### config.mk
export PLATFORM = sky130hd
export DESIGN_NAME = sobel_window_gen
export DESIGN_NICKNAME = d
export VERILOG_FILES = /design/src/rtl/sobel_window_gen.sv
export SDC_FILE = /design/constraint.sdc
export NUM_CORES = 1
export LEC_CHECK = 0
export ABC_CLOCK_PERIOD_IN_PS = 2590
export CORE_MARGIN = 2
export CORE_UTILIZATION = 50
export CTS_CLUSTER_DIAMETER = 50
export CTS_CLUSTER_SIZE = 8
export DETAILED_ROUTE_END_ITERATION = 8
export PLACE_DENSITY = 0.77
export SKIP_CTS_REPAIR_TIMING = 1
export SLEW_MARGIN = 20
export SYNTH_ARGS = -nofsm -noshare
export SYNTH_HDL_FRONTEND = slang
export SYNTH_SLANG_ARGS = --single-unit
### constraint.sdc
create_clock -name sys_clk_i -period 2.59 [get_ports sys_clk_i]
set_input_delay 0.6475 -clock sys_clk_i [delete_from_list [all_inputs] [get_ports sys_clk_i]]
set_output_delay 0.6475 -clock sys_clk_i [all_outputs]
set_load 0.05 [all_outputs]
### src/rtl/sobel_window_gen.sv
// sobel_window_gen: 3x3 neighbourhood generator for the Sobel kernel.
// Takes one pixel column per transfer and emits bordered raster-order windows.
module sobel_window_gen #(
    parameter int DATA_W      = 8,
    parameter int IMG_ROWS    = 559,
    parameter int IMG_COLS    = 699,
    parameter int BORDER_MODE = 0
) (
    input  logic                sys_clk_i,
    input  logic                sys_rst_ni,
    input  logic [DATA_W-1:0]   in_top_i,
    input  logic [DATA_W-1:0]   in_mid_i,
    input  logic [DATA_W-1:0]   in_bot_i,
    input  logic                in_valid_i,
    output logic                in_ready_o,
    output logic [9*DATA_W-1:0] out_win_o,
    output logic                out_valid_o,
    input  logic                out_ready_i,
    output logic                out_sof_o,
    output logic                out_eol_o,
    output logic                out_eof_o
);

    localparam int COL_W = (IMG_COLS > 1) ? $clog2(IMG_COLS) : 1;
    localparam int ROW_W = (IMG_ROWS > 1) ? $clog2(IMG_ROWS) : 1;
    localparam int CW    = 3 * DATA_W;
    localparam int WW    = 9 * DATA_W;
    localparam logic [COL_W-1:0] COL_LAST = COL_W'(IMG_COLS - 1);
    localparam logic [ROW_W-1:0] ROW_LAST = ROW_W'(IMG_ROWS - 1);
    localparam bit REPL = (BORDER_MODE != 0);

    typedef enum logic [1:0] {ST_FILL, ST_RUN, ST_FLUSH} state_t;

    state_t           state_q, state_d;
    logic [COL_W-1:0] col_q, col_d;
    logic [ROW_W-1:0] row_q, row_d;
    logic [CW-1:0]    p1_q, p1_d;
    logic [CW-1:0]    p2_q, p2_d;
    logic [WW-1:0]    win_q, win_d;
    logic             valid_q, valid_d;
    logic             sof_q, sof_d;
    logic             eol_q, eol_d;
    logic             eof_q, eof_d;

    logic              slot_free;
    logic              in_ready;
    logic              in_acc;
    logic [DATA_W-1:0] top_in;
    logic [DATA_W-1:0] bot_in;
    logic [CW-1:0]     col_in;
    logic [CW-1:0]     edge_col;

    // Column vectors hold top at index 0; window tap k = 3*row + col.
    function automatic logic [WW-1:0] pack_win(
        input logic [CW-1:0] l,
        input logic [CW-1:0] c,
        input logic [CW-1:0] r
    );
        logic [WW-1:0] w;
        w = '0;
        for (int i = 0; i < 3; i++) begin
            w[(3*i)*DATA_W   +: DATA_W] = l[i*DATA_W +: DATA_W];
            w[(3*i+1)*DATA_W +: DATA_W] = c[i*DATA_W +: DATA_W];
            w[(3*i+2)*DATA_W +: DATA_W] = r[i*DATA_W +: DATA_W];
        end
        return w;
    endfunction

    always_comb begin
        slot_free = !valid_q || out_ready_i;
        in_ready  = slot_free && (state_q != ST_FLUSH);
        in_acc    = in_valid_i && in_ready;

        // Row borders are resolved on entry, so stored columns are final.
        top_in = in_top_i;
        if (row_q == '0) begin
            top_in = REPL ? in_mid_i : '0;
        end
        bot_in = in_bot_i;
        if (row_q == ROW_LAST) begin
            bot_in = REPL ? in_mid_i : '0;
        end
        col_in   = {bot_in, in_mid_i, top_in};
        edge_col = REPL ? p1_q : '0;

        state_d = state_q;
        col_d   = col_q;
        row_d   = row_q;
        p1_d    = p1_q;
        p2_d    = p2_q;
        win_d   = win_q;
        valid_d = slot_free ? 1'b0 : valid_q;
        sof_d   = sof_q;
        eol_d   = eol_q;
        eof_d   = eof_q;

        unique case (state_q)
            ST_FILL: begin
                if (in_acc) begin
                    p1_d    = col_in;
                    state_d = ST_RUN;
                end
            end
            ST_RUN: begin
                if (in_acc) begin
                    win_d   = pack_win((col_q == '0) ? edge_col : p2_q,
                                       p1_q, col_in);
                    valid_d = 1'b1;
                    sof_d   = (row_q == '0) && (col_q == '0);
                    eol_d   = 1'b0;
                    eof_d   = 1'b0;
                    p2_d    = p1_q;
                    p1_d    = col_in;
                    col_d   = col_q + COL_W'(1);
                    if (col_d == COL_LAST) begin
                        state_d = ST_FLUSH;
                    end
                end
            end
            ST_FLUSH: begin
                if (slot_free) begin
                    win_d   = pack_win(p2_q, p1_q, edge_col);
                    valid_d = 1'b1;
                    sof_d   = (row_q == '0) && (COL_LAST == '0);
                    eol_d   = 1'b1;
                    eof_d   = (row_q == ROW_LAST);
                    col_d   = '0;
                    row_d   = (row_q == ROW_LAST) ? '0 : row_q + ROW_W'(1);
                    state_d = ST_FILL;
                end
            end
            default: begin
                state_d = ST_FILL;
            end
        endcase
    end

    always_ff @(posedge sys_clk_i) begin
        if (!sys_rst_ni) begin
            state_q <= ST_FILL;
            col_q   <= '0;
            row_q   <= '0;
            p1_q    <= '0;
            p2_q    <= '0;
            win_q   <= '0;
            valid_q <= 1'b0;
            sof_q   <= 1'b0;
            eol_q   <= 1'b0;
            eof_q   <= 1'b0;
        end else begin
            state_q <= state_d;
            col_q   <= col_d;
            row_q   <= row_d;
            p1_q    <= p1_d;
            p2_q    <= p2_d;
            win_q   <= win_d;
            valid_q <= valid_d;
            sof_q   <= sof_d;
            eol_q   <= eol_d;
            eof_q   <= eof_d;
        end
    end

    assign in_ready_o  = in_ready;
    assign out_win_o   = win_q;
    assign out_valid_o = valid_q;
    assign out_sof_o   = sof_q;
    assign out_eol_o   = eol_q;
    assign out_eof_o   = eof_q;

endmodule

==> results of run 1 <==
## final timing paths
check | depth (start not counted) | to | from | slack [ps]
setup reg to reg | 7 | out_win_o[17]$_SDFFE_PN0P_ | row_q[0]$_SDFFE_PN0P_ | 220
hold / removal | 2 | out_win_o[61]$_SDFFE_PN0P_ | out_win_o[61]$_SDFFE_PN0P_ | 460
hold reg to reg | 2 | out_win_o[61]$_SDFFE_PN0P_ | out_win_o[61]$_SDFFE_PN0P_ | 460
setup / recovery | 5 | in_ready_o | state_q[0]$_SDFFE_PN0P_ | 210
## cell usage after synthesis, types with 3 or more instances
library cell    n
dfxtp_1       146
nand2_1       114
nor2_1         99
a21oi_1        61
a22oi_1        48
clkbuf_1       29
a22oi_2        20
ha_1            9
mux2i_1         9
nand3_1         9
inv_1           8
o21ai_0         8
nand4_1         7
buf_2           6
xnor2_1         6
xor2_1          6
nor3_1          5
and2_1          4
buf_6           3
or3_1           3
or4_1           3
## per-layer routing
layer,wire [um],share of wire (%)
met1,5910,42
met2,6790,49
met3,952,6.8
met4,289,2.1
met5,0,0
## registers in the layout, summed over array words and instances, names as in the netlist
name         flops
out_win_o       72
p1_q            24
p2_q            24
col_q           10
row_q           10
state_q          2
out_eof_o        1
out_eol_o        1
out_sof_o        1
out_valid_o      1
## metrics by stage
step	power, uW	instance area (um^2)
floorplan	3090	5620
global placement	3420	6870
detailed placement	3440	6870
CTS	5790	7450
global route	5980	7450
finish	5750	7450
## power breakdown
part | total, uW | internal (uW) | switching (uW)
clock network | 2350 | 1460 | 890
registers | 2420 | 2350 | 77.7
logic | 979 | 341 | 637
total | 5750 | 4150 | 1610
## kinds of logic after synthesis
| kind of cell | synth area share [%] |
|---|---|
| adders and majority gates | 2.01 |
| and+or+nand+nor | 19.9 |
| buffers and inverters | 3.81 |
| muxes | 1.60 |
| xor gates and xnor gates | 1.87 |
| DFF | 52.0 |
| AOI/OAI and AO/OA | 18.8 |
## worst register-to-register path: stages, from the launching register on
cell and delay [ps]:
dfxtp_1 360, inv_1 100, ha_1 140, or4b_2 590, nor3_1 450, nor2_1 300, a22oi_1 270, nor2_1 60
## final cells by class
type / count / area share (%)
clock buffers: 22 / 6.35
clock inverters: 10 / 1.43
inverters: 9 / 0.470
multi-input cells: 436 / 33.4
flip-flops and latches: 146 / 39.2
well taps: 140 / 2.35
repair buffers: 121 / 16.8
==> results, run 1 <==
- The number of antenna diodes in the final layout is 0.
- At the placement stage, the worst setup path has a slack of -50.4 ps.
- The standard cell with the maximum stage delay on the critical path is dfxtp_1.
- The initial antenna violation count came to 0.
- The worst pin sits at a relative slew slack of 58.2%.
- The data arrival time of the critical path is 1730 ps.
- The biggest cell delay along the critical path is 330 ps.
- The count of pins on the block boundary is 105.
- For this run, global-route usage on met3 was measured as 7.11%.
- The final clock period utilization by the worst path is 91.8%.
- Summing the sequential cell areas from Yosys gives 52.0% of the chip area.
- Setup total negative slack on the finished layout was measured at 0 ps.
- The number of slew-limit violations in the final report is 0.
- In this run the tool buffered the top-level ports with 104 buffer cells.
- Dividing the detail-routed wire length by the instance count gives 15.8 um.
- Once layout is complete, the utilization of the core stands at 68.4%.
- The cell taking the most area after synthesis is dfxtp_1.
- The maximum vdd ir drop is 0.000503 V.
- The H-tree was split into 4 levels.
- For this block, the initial DRC count from the detailed router was 300.
- Summed over all nets, the half-perimeter wirelength after detailed placement is 9460 um.
- Traced cell by cell, the critical path runs through inv_1 -> ha_1 -> nor2_2 -> buf_4 -> buf_12.
- The worst setup path is launched from a flop.
- Across all setup checks in the final design, the least slack found is 213 ps.
- In this run the cell area of the synthesized design comes to 0.00562 mm^2.
- The combined flip-flop and latch cell area is 0.00292 mm^2.
- The longest clock path from root to sink contains 2 buffers.
- Of all nets on the critical path, the largest fanout is 8.
- The floorplan step defined a die boundary enclosing 0.0121 mm^2.
- The congestion estimate from routability-driven global placement came to 0.889.
- The most instantiated flip-flop cell in the synthesis netlist is dfxtp_1.
- STA classifies the critical path endpoint as an output pin.
- The dominant delay contributor by cell family on the critical path is buffers and inverters.
- The count of antenna-violating nets left after detailed routing is 0.
- For the pin with the worst max-slew slack, the measured transition is 625 ps.
- The count of different cell masters after synthesis is 41.
- The core area is 0.0109 mm^2.
- The final number of setup-violating endpoints is 0.
- The synthesized design contains 0 enable-type register cells.
- The met1 usage is 30.6%.
- The flow ran to the end, and the final reports show no timing, DRC or antenna violations.
- The leading cell type in the layout, fill and taps excluded is dfxtp_1.
- The required time of the critical path is 1940 ps.
- A synthesized cell averages 8.90 um^2.
- The share of synthesized registers carrying an async set or reset is 0%.
- The count of placed standard cells in the final layout, fillers left out is 884.
- The sink count of the clock tree is 146.
- The flop and latch count out of synthesis is 146.
- The first global-routing pass estimated 22700 um of wire.
- Compared with the post-synthesis result, the final layout area differs by 32.7%.
- The number of warnings printed during yosys synthesis is 0.
- Summing over every cut layer, the via total after detailed routing is 4884.
- Clock-pin slew was measured on the worst setup and hold paths at 60 ps.
- The fraction of layout instances using a drive strength above 1 is 10.9%.
- The minimum period implied by the final worst setup slack is 2380 ps.
- The tree is rooted in a clkbuf_8.
- The number of cells produced by synthesis is 631.
- The standby leakage power is 0.00264 uW.
- Yosys attributes the largest share of cell area to dfxtp_1 52%, nand2_1 7.6%, nor2_1 6.6%.
- The final count of hold timing violations is 0.
- The sum of overflow across all layers after global routing is 0.
- The routed wire length is 13900 um.
- TritonCTS built the clock tree.
- The class of the tightest hold or removal check is reg2reg.
- Global routing used 24.3% of the available tracks across all layers.
- The global routing stage identified its most utilized layer as met2.
- The number of vias per cell after detailed routing is 5.52.
- The power density over the cells is 772 mW/mm^2.
- The post-route DRC violation count is 0.
- The worst hold slack is 459 ps.
- When the netlist entered floorplanning its net count stood at 668.
- In the layout the commonest cells are 146 x dfxtp_1, 113 x nand2_1, 103 x clkdlybuf4s50_1.
- The number of standard-cell rows in the floorplan is 38.
- The number of buffer and inverter stages on the critical path is 3.
- The met2 usage in global routing is 38.6%.
- The startpoint-to-endpoint class of the critical path is reg2out.
- The later-pin clock latency in the skew report is 520 ps.
- At the end of the flow, the number of nets in the layout was 768.
- The instance count after placement with tap cells included is 852.
- The total iterations of the first detailed-routing run is 6.
- The initial core utilization is 51.6%.
- The CTS buffer count is 17.
- Clock skew on the completed layout was measured at 4.24 ps.
- The tool flagged a number of max-cap violations equal to 0.
- The maximum clock frequency is 421 MHz.
- Entering global routing, the biggest net connects 54 pins.
- The die span in y is 110 um.
- The die is 110 um wide.
- After synthesis, the largest area contributor takes up 52.0% of total cell area.
- The number of global-route vias before repair is 4718.
- Setup repair after global routing left no endpoint under its margin.
- The fill cell total of the finished layout is 847.
- The multi-input combinational cells in the finished layout cover a total of 0.00249 mm^2.
No activity file was read; power rests on OpenSTA's default activity.
==> run 2, diff against run 1 <==
- ABC_CLOCK_PERIOD_IN_PS: 2590 -> 2600
- DONT_BUFFER_PORTS: not set -> 1
- PLACE_DENSITY: 0.77 -> not set
- clock period: 2.59 -> 2.6 ns (I/O delays scaled with it)
==> run 2 against run 1 <==
Against the previous run: clock skew increased by 7.1 ps; worst setup slack gained 52 ps; die area stayed put; first-iteration DRC count is 5.0% higher; register-to-register slack better by 70 ps; critical path type unchanged.
==> results, run 2 (synthesis gave the netlist of run 1 again) <==
- Setup violations remaining at the end of the flow were counted as 0.
- The clock slew at the register clock pins of the worst setup and hold paths is 60 ps.
- The count of pins on the block boundary is 105.
- Row generation in the floorplan step produced 38 rows.
- Summed over all cells, the static leakage comes to 0.00222 uW.
- The post-route DRC violation count is 0.
- Across every metal layer, demand over resource in global routing totals 21.9%.
- For this block, the initial DRC count from the detailed router was 315.
- Of all nets on the critical path, the largest fanout is 8.
- The slowest stage of the critical path is the dfxtp_1 cell.
- The wire-length estimate of the detail-placed layout is 8350 um.
- The end of the critical path is in_ready_o.
- The count of antenna-violating nets left after detailed routing is 0.
- The worst setup path is launched from a flop.
- The max-capacitance violation count is 0.
- The die span in x is 110 um.
- The class of the tightest hold or removal check is in2reg.
- The number of global-route vias before repair is 4072.
- The routed wire length is 12600 um.
- Setup repair after global routing left no endpoint under its margin.
- The count of cells along the worst register-to-register path is 8.
- In the layout the commonest cells are 146 x dfxtp_1, 113 x nand2_1, 99 x nor2_1.
- The biggest cell delay along the critical path is 340 ps.
- Input and output buffers added on the ports amount to 0.
- The core area is 0.0109 mm^2.
- The number of levels in the clock H-tree is 4.
- By startpoint and endpoint, the worst setup path is classified as reg2out.
- The library cell used most frequently in the layout, excluding fill and tap cells, is dfxtp_1.
- The average wire per cell in the routed design is 16.3 um.
- The wire length of the first global-routing pass is 20100 um.
- The worst-case IR drop observed on VDD is 0.000610 V.
- The fraction of layout instances using a drive strength above 1 is 12.0%.
- The type of destination of the critical path is an output pin.
- The minimum period implied by the final worst setup slack is 2340 ps.
- The die span in y is 110 um.
- The headroom to the max-slew limit is 33.5%.
- The detailed router placed 4342 vias in this run.
- The worst register-to-register path begins at state_q[0]$_SDFFE_PN0P_.
- The completed layout was analyzed and its total power is 5520 uW.
- The largest net degree at the start of global routing is 82.
- The maximum buffer depth of the clock tree is 2.
- Clock tree synthesis found a total of 146 sinks.
- TritonCTS built the clock tree.
- For the final database, setup skew stands at 11.3 ps.
- Walking the worst path, the cells encountered are inv_1 -> ha_1 -> nor2_2 -> buf_4.
- The number of flip-flops in the largest register is 72.
- The growth of design area from synthesis to finish is 12.3%.
- Fill cells in the final layout number 976.
- The CTS root buffer is clkbuf_8.
- The CTS buffer count is 17.
- The die area is 0.0121 mm^2.
- The slew at the pin closest to its max-slew limit is 998 ps.
- The data arrival time of the critical path is 1690 ps.
- In this run the worst setup path begins at state_q[0]$_SDFFE_PN0P_.
- The repair_antennas step left the layout with diodes totalling 0.
- In this run the critical register-to-register path is captured at col_q[3]$_SDFFE_PN0P_.
- After the last flow step, the layout net total stands at 660.
- The run finished with clean final reports.
- The final clock period utilization by the worst path is 89.8%.
- Dividing total power by cell area gives a power density of 875 mW/mm^2.
- At the later pin of the worst-skew pair, clock insertion delay measures 540 ps.
- The number of vias per cell after detailed routing is 5.60.
- The final count of hold timing violations is 0.
- The initial antenna violation count is 0.
- The final RePlAce weighted congestion is 0.873.
- The number of slew-limit violations in the final report is 0.
- Summed over all layers, the global routing overflow is 0.
- The total negative setup slack is 0 ps.
- Timing would allow up to 428 MHz.
- The initial core utilization is 51.6%.
- The first TritonRoute pass finished after 5 iterations.
- Data on the critical path is required at its endpoint by 1950 ps.
- The reg-to-reg setup timing slack is 290 ps.
## run 2: how the worst min path moves through the flow
stage / startpoint / endpoint / slack [ps] / cells after the start
2_1_floorplan: p2_q[0]$_SDFFE_PN0P_ / p2_q[0]$_SDFFE_PN0P_ / 440 / 2
3_3_place_gp: p2_q[2]$_SDFFE_PN0P_ / p2_q[2]$_SDFFE_PN0P_ / 450 / 2
3_5_place_dp: p2_q[2]$_SDFFE_PN0P_ / p2_q[2]$_SDFFE_PN0P_ / 450 / 2
4_1_cts: sys_rst_ni / col_q[5]$_SDFFE_PN0P_ / 220 / 1
5_1_grt: sys_rst_ni / col_q[5]$_SDFFE_PN0P_ / 240 / 1
6_report: sys_rst_ni / col_q[5]$_SDFFE_PN0P_ / 250 / 1
## run 2: final cells by class
cell class                      count  area (um^2)  share of cell area, %
Inverter                            9         36.3                  0.575
Clock inverter                      8         75.1                   1.19
Tap cell                          140          175                   2.78
Sequential cell                   146         2920                   46.3
Clock buffer                       23          497                   7.88
Timing Repair Buffer               13          110                   1.75
Multi-Input combinational cell    436         2490                   39.5
## run 2: where the power goes
group | switching (uW) | internal (uW)
clock network | 890 | 1410
registers | 217 | 2340
logic | 459 | 204
total | 1570 | 3950
## run 2: per-layer routing
layer / up-vias / part of all wire, % / GRT usage, %
met5: - / 0 / 0
met3: 19 / 7.1 / 7.82
li1: 2149 / - / -
met2: 112 / 46 / 33.6
met4: 0 / 1.9 / 9.58
met1: 2062 / 45 / 27.7
## run 2: worst max-delay path, delay by kind of cell, from the launching register on
kind / cells / cell delay, ps
and+or+nand+nor: 1 / 220
DFF: 1 / 340
buffers and inverters: 2 / 310
adders and majority gates: 1 / 300
## run 2: metrics by stage
| stage | hold slack [ps] | setup slack [ps] | cell area, um^2 | instances | util [%] |
|---|---|---|---|---|---|
| 6_report | 245 | 264 | 6310 | 775 | 57.9 |
| 5_1_grt | 239 | 76.7 | 6310 | 775 | 57.9 |
| 4_1_cts | 221 | 234 | 6310 | 775 | 57.9 |
| 2_1_floorplan | 436 | 407 | 5620 | 631 | - |
| 3_3_place_gp | 448 | 371 | 5740 | 744 | 52.7 |
| 3_5_place_dp | 450 | 324 | 5740 | 744 | 52.7 |
==> run 3, diff against run 2 <==
- SLEW_MARGIN: 20 -> not set
==> results of run 3 <==
The final DEF is identical to that of run 2; final timing and power are the same.
